--- src/rtl/bin2bcd_display_feeder.sv ---
// rtl/bin2bcd_display_feeder.sv - sequential shift-and-add-3 binary-to-BCD converter feeding 7-segment decoders
// Outputs are held between conversions so static displays never flicker.
module bin2bcd_display_feeder #(
  parameter int W      = 14,
  parameter int DIGITS = 4
) (
  input  logic                  clk,
  input  logic                  reset,
  input  logic                  in_valid,
  output logic                  in_ready,
  input  logic [W-1:0]          in_bin,
  output logic                  out_valid,
  output logic [4*DIGITS-1:0]   out_digits,
  output logic [DIGITS-1:0]     out_blank,
  output logic                  out_overflow
);

  localparam int BW = 4 * DIGITS;
  localparam int CW = $clog2(W + 1);

  function automatic logic [63:0] max_decimal(input int n);
    logic [63:0] p;
    p = 64'd1;
    for (int i = 0; i < n; i++) p = p * 64'd10;
    return p - 64'd1;
  endfunction

  localparam logic [63:0] MAX_VAL = max_decimal(DIGITS);

  typedef enum logic {IDLE, SHIFT} state_t;

  state_t          state, state_nxt;
  logic [W-1:0]    bin_sr;
  logic [BW-1:0]   bcd;
  logic [CW-1:0]   cnt;
  logic            ovf;

  logic            accept;
  logic            last_iter;
  logic [BW-1:0]   bcd_adj;
  logic [BW-1:0]   bcd_shift;
  logic [BW-1:0]   final_digits;
  logic [DIGITS-1:0] final_blank;
  logic            zero_above;

  assign in_ready  = (state == IDLE);
  assign accept    = in_valid && in_ready;
  assign last_iter = (state == SHIFT) && (cnt == CW'(1));

  always_ff @(posedge clk) begin
    if (reset) state <= IDLE;
    else       state <= state_nxt;
  end

  always_comb begin
    state_nxt = state;
    case (state)
      IDLE:    if (accept)    state_nxt = SHIFT;
      SHIFT:   if (last_iter) state_nxt = IDLE;
      default: state_nxt = IDLE;
    endcase
  end

  // Add-3 correction precedes the shift so each nibble stays a valid decimal digit after doubling.
  always_comb begin
    bcd_adj = bcd;
    for (int i = 0; i < DIGITS; i++) begin
      if (bcd[4*i +: 4] >= 4'd5) bcd_adj[4*i +: 4] = bcd[4*i +: 4] + 4'd3;
    end
    bcd_shift    = {bcd_adj[BW-2:0], bin_sr[W-1]};
    final_digits = ovf ? {DIGITS{4'h9}} : bcd_shift;
  end

  // A digit is blanked only if it and every more-significant digit are zero; digit 0 always shows.
  always_comb begin
    zero_above  = 1'b1;
    final_blank = '0;
    for (int i = DIGITS - 1; i >= 1; i--) begin
      zero_above     = zero_above && (final_digits[4*i +: 4] == 4'd0);
      final_blank[i] = zero_above;
    end
  end

  always_ff @(posedge clk) begin
    if (reset) begin
      bin_sr       <= '0;
      bcd          <= '0;
      cnt          <= '0;
      ovf          <= 1'b0;
      out_valid    <= 1'b0;
      out_digits   <= '0;
      out_overflow <= 1'b0;
      out_blank    <= ~DIGITS'(1);
    end else begin
      out_valid <= 1'b0;
      if (accept) begin
        bin_sr <= in_bin;
        bcd    <= '0;
        cnt    <= CW'(W);
        ovf    <= (64'(in_bin) > MAX_VAL);
      end else if (state == SHIFT) begin
        bin_sr <= {bin_sr[W-2:0], 1'b0};
        bcd    <= bcd_shift;
        cnt    <= cnt - CW'(1);
        if (last_iter) begin
          out_digits   <= final_digits;
          out_overflow <= ovf;
          out_blank    <= final_blank;
          out_valid    <= 1'b1;
        end
      end
    end
  end

endmodule
--- config.mk ---
export PLATFORM = sky130hd
export DESIGN_NAME = bin2bcd_display_feeder
export DESIGN_NICKNAME = d
export VERILOG_FILES = /design/src/rtl/bin2bcd_display_feeder.sv
export SDC_FILE = /design/constraint.sdc
export NUM_CORES = 1
export LEC_CHECK = 0
export BUFFER_PORTS_ARGS = -buffer_cell sky130_fd_sc_hd__buf_2
export CAP_MARGIN = 40
export CORE_UTILIZATION = 40
export CTS_BUF_LIST = sky130_fd_sc_hd__clkbuf_8
export CTS_CLUSTER_SIZE = 10
export DETAILED_ROUTE_END_ITERATION = 10
export PLACE_DENSITY_LB_ADDON = 0.1
export SYNTH_ARGS = -nofsm -noshare
export SYNTH_HDL_FRONTEND = slang
export SYNTH_SLANG_ARGS = --single-unit
--- constraint.sdc ---
create_clock -name clk -period 3.2 [get_ports clk]
set_clock_uncertainty 0.2 [all_clocks]
set_input_delay 0.16 -clock clk [delete_from_list [all_inputs] [get_ports clk]]
set_output_delay 0.16 -clock clk [all_outputs]
set_load 0.01 [all_outputs]
After elaboration in Yosys (flattened, before gate mapping). Index checks and enable logic that the tools add are counted.

Register bits after elaboration: 57. Input bits: 17. Output and inout bits: 23. Word-level logic and storage cells: 47.

Add/sub/neg operators: 5. $lt $le $gt $ge: 5. Equality and inequality tests: 1. Muxes and demuxes: 13. Bitwise operators: 2. Reduce and logical (&&, ||, !) cells: 11.

Operators by type and width (count): $mux 14 (2); $mux 4 (5); $ge 4x3->1 const B (4); $mux 16 (1); $gt 14x14->1 const B (1); $add 4x2->4 const B (3); $logic_not 4->1 (3); $eq 4x1->1 const B (1); $logic_and 1x1->1 (4); $sub 4x1->4 const B (1); $add 3x2->3 const B (1); $mux 1 (3); $mux 3 (1); $reduce_and 3->1 (1); $reduce_or 3->1 (1); $not 1->1 (2); $pmux 1 s2 (1); $reduce_bool 2->1 (1); $reduce_or 2->1 (1).

Longest topological paths before layout.
Depth after elaboration: 6. Depth in mapped cells: 7. Mapped depth without buffers: 7.

Worst setup path after synthesis. No wires, ideal clock.

Path type: register to register. Start point: reg bcd[9]. End point: reg out_blank[1]. Library setup time: 0.084 ns. Arrival: 1.503 ns. Data required time: 2.916 ns. Setup slack: 1.413 ns. Cell stages (with the launch flop): 8. Path buffers: 0. Period minus slack after synthesis: 1.787 ns. Path through: dfxtp_1 -> inv_1 -> ha_1 -> nand2b_1 -> a21oi_1 -> mux2i_1 -> nand3_1 -> o31ai_2.

Cells in the longest elaborated chain, start to end: 6. Elaborated cells between the ends (all ways): 8.

Ends and longest elaborated chain: start, declared (RTL line 34) `logic [BW-1:0] bcd;`; start signal, assigned (RTL line 103) `bcd <= bcd_shift;`; $add 4x2->4 / $ge 4x3->1 (equally long branches) (RTL line 68) `if (bcd[4*i +: 4] >= 4'd5) bcd_adj[4*i +: 4] = bcd[4*i +: 4] + 4'd3;`; $mux 4 (*) (RTL line 68); $mux 16 (*) (RTL line 71) `final_digits = ovf ? {DIGITS{4'h9}} : bcd_shift;`; $logic_not 4->1 (RTL line 79) `zero_above = zero_above && (final_digits[4*i +: 4] == 4'd0);`; $logic_and 1x1->1 (*) (2 in series) (RTL line 79); end signal, assigned (RTL line 93) `out_blank <= ~DIGITS'(1);`; end signal, assigned (RTL line 108) `out_blank <= final_blank;`; end, declared (RTL line 14) `output logic [DIGITS-1:0] out_blank,`.

Mark *: on every way between the ends. The rest lies on a longest branch, timed or not. A chain may end at the register's enable or synchronous reset.

Worst setup path in the final report.
Start point: reg state. End point: reg out_blank[1].

Cells in the longest elaborated chain, start to end: 4. Elaborated cells between the ends (all ways): 5.

Ends and longest elaborated chain: start, declared (RTL line 32) `state_t state, state_nxt;`; start signal, assigned (RTL line 52) `else state <= state_nxt;`; $not 1->1 (no source line); $logic_and 1x1->1 (RTL line 47) `assign accept = in_valid && in_ready;`; $not 1->1 (no source line); $reduce_and 3->1 (no source line) (*).

Marks and branches as above.

==> results.cfg <==
[status]
outcome = complete, no violations

[grt]
grt_pass1_vias = 2028
antenna_found_initial = 0
grt_pass1_wl_mm = 9.49
grt_max_degree = 41
grt_overflow = 0
grt_use_total_pct = 17.2

[layout]
area_delta_synth_final_pct = 16.8
layout.cells.non_filler = 420
layout-drive-gt1-share_pct = 19.2
diodes = 0
fin_nets = 366

[synth]
synth_cell_types = 35
synth_compound_area_share_pct = 15.0
synth_edf_count = 0
yosys.area_share.simple_pct = 19.2
synth_top_family_by_area = simple AND/OR/NAND/NOR gates
synthAdderAreaFrac_pct = 4.71
ys_ff_latch = 57
syn-instance-count = 299
synth_warnings = 0
syn-num-nets = 326
synthFlopType = dfxtp_1
syn_area_um2 = 2660
synth_xor_area_share_pct = 1.98
synthArstFlopShare_pct = 0
seq_area_frac_synth_pct = 42.9
synthMuxAreaShare_pct = 10.9
synth.avg_cell_area_um2 = 8.89

[clock_tree]
cts_tree = yes
post_cts_buffers = 0
clk_pin_slew_ns = 0.06
holdBufCountCts = 6
numCtsBuffers = 9
post_cts_resized = 0
clock_sinks = 57
htreeDepth = 3
clk-insertion-delay-late_ns = 0.33
cts_root_buf = clkbuf_8
cts_buffer_depth = 2

[timing]
min_period_over_period_pct = 68.9
tns_ns = 0
rsz0062_at_grt = no
timing.slew.headroom_pct = 51.6
max_freq_ghz = 0.453
worstMarginPinSlew_ns = 0.723
hold_slack_ns = 0.00962
final.min_clock_period_ns = 2.21
hold_viol = 0
setup_viol = 0
slew_violations = 0

[placement]
dp_hpwl_mm = 3.73
portBuffers = 38
dpl.cell_count = 399
gp_congestion = 0.721

[job]
maxCapViolations = 0

[die]
rows = 29
start_util_pct = 41.6
coreArea_um2 = 6390
fp.dieH_um = 83.5
io_pins = 40
die_w_um = 83.5
die_area_um2 = 6980

[power_and_ir_drop]
sw_frac_of_total_pct = 26.6
internal-power_mw = 1.11
seqPwrFrac_pct = 51.1
leakagePower_nw = 1.30
ir_drop_mv = 0.257
p_per_area_nw_per_um2 = 485
clockPowerShare_pct = 37.4
p_switching_uw = 400
pwr-share-comb_pct = 11.5

[worst_setup_path]
critical_path_class = flip-flop to flip-flop
r2r-end = out_blank[1]
critPathLaunchType = flip-flop
worstPathRequired_ns = 3.25
crit_fanout = 25
end_kind = flip-flop
reg2regPathDepth = 6
r2r_start = state
r2r_setup_slack_ns = 0.99
crit_start = state
cp.arrival_ns = 2.26

[drt]
drt_iter0_drc = 96
drt-total-wl_mm = 5.50
dr.pass1.iters = 4
drc_errors = 0
ant_nets = 0
vias = 2110
vias_per_cell = 5.02
wl_per_cell_um = 13.1

[hold_path]
min_from = in_bin[12]
hold_class = input pin to flip-flop
holdPathStages = 5
whs_endpoint = bin_sr[12]
## placed cells by master (no fill, tap or decap), types with 6 or more instances in the layout
cell,Yosys,routed
a211oi_1,15,15
clkbuf_8,0,10
nand2_1,10,10
dfxtp_1,57,56
inv_1,11,12
nor2_1,62,62
a22oi_1,8,8
nor3_1,8,8
mux2i_1,29,29
ha_1,10,10
nor3b_1,6,6
buf_2,9,38
xnor2_1,6,6
a21oi_1,29,29
dlygate4sd3_1,0,6
## synth_stat cells (2+ instances only)
| cell | count | area [um^2] |
|---|---|---|
| o21ai_1 | 2 | 10.0 |
| a211oi_1 | 15 | 113 |
| buf_1 | 2 | 7.51 |
| ha_1 | 10 | 125 |
| clkbuf_1 | 5 | 18.8 |
| nand3_1 | 4 | 20.0 |
| nand2b_1 | 4 | 25.0 |
| nor3b_1 | 6 | 45.0 |
| o21ai_0 | 4 | 20.0 |
| nand2_1 | 10 | 37.5 |
| buf_2 | 9 | 45.0 |
| xnor2_1 | 6 | 52.6 |
| nor3_1 | 8 | 40.0 |
| nor2_1 | 62 | 233 |
| dfxtp_1 | 57 | 1140 |
| a22oi_1 | 8 | 60.1 |
| mux2i_1 | 29 | 290 |
| a21oi_1 | 29 | 145 |
| buf_4 | 3 | 22.5 |
| inv_1 | 11 | 41.3 |
## worst max-delay path, cell delays in order, from the launching register on
cell and delay, ns:
dfxtp_2 0.71, nand4bb_4 0.33, nor2_2 0.15, buf_4 0.21
and2_1 0.17, nand3_1 0.15, o31ai_2 0.20
## sequential cells by signal, indices dropped and copies added (netlist names)
name          cells
bcd              16
bin_sr           14
cnt               4
out_blank         3
out_digits       16
out_overflow      1
out_valid         1
ovf               1
state             1
## power by group through the flow
stage | sequential [mW] | clock, mW | combinational [mW]
after global placement | 0.785 | 0 | 0.166
after global routing | 0.774 | 0.618 | 0.195
final | 0.770 | 0.563 | 0.173
after floorplan | 0.772 | 0 | 0.139
after CTS | 0.770 | 0.583 | 0.174
after detailed placement | 0.785 | 0 | 0.168
## layout make-up
class	count	area, um^2
inverters	12	45.0
fillers	627	3280
flip-flops and latches	57	1140
multi-input cells	211	1380
repair buffers	48	280
well taps	77	96.3
clock inverters	5	23.8
clock buffers	10	138
## cells by family (layout without fill, tap and decap cells)
family,after synthesis,in the layout
adders and majority gates,10,10
DFF,57,57
other,1,1
buffers and inverters,31,75
AOI/OAI and AO/OA,62,62
xor gates and xnor gates,6,6
and+or+nand+nor,103,103
muxes,29,29
## worst max path at each step
stage                    to  slack (ns)
2_1_floorplan  out_blank[1]        1.41
3_3_place_gp   out_blank[1]        1.09
3_5_place_dp   out_blank[1]         1.0
4_1_cts        out_blank[1]        0.99
5_1_grt        out_blank[1]        0.80
6_report       out_blank[1]        0.99
## metal layers
layer | vias up | share of wire, % | track usage, %
met5 | - | 0 | 0
met4 | 0 | 1.9 | 9.24
met3 | 8 | 3.8 | 4.06
met2 | 38 | 44 | 25.9
met1 | 950 | 50 | 22.8
li1 | 1114 | - | -
## per-stage QoR
stage	area, um^2	power, mW	util, %	worst slack, ns
4_1_cts	3100	1.53	48.6	0.987
2_1_floorplan	2660	0.911	-	1.41
3_3_place_gp	2880	0.952	45.1	1.09
5_1_grt	3100	1.59	48.6	0.805
3_5_place_dp	2880	0.953	45.1	0.999
6_report	3100	1.51	48.6	0.995
No activity file was read; power rests on OpenSTA's default activity.
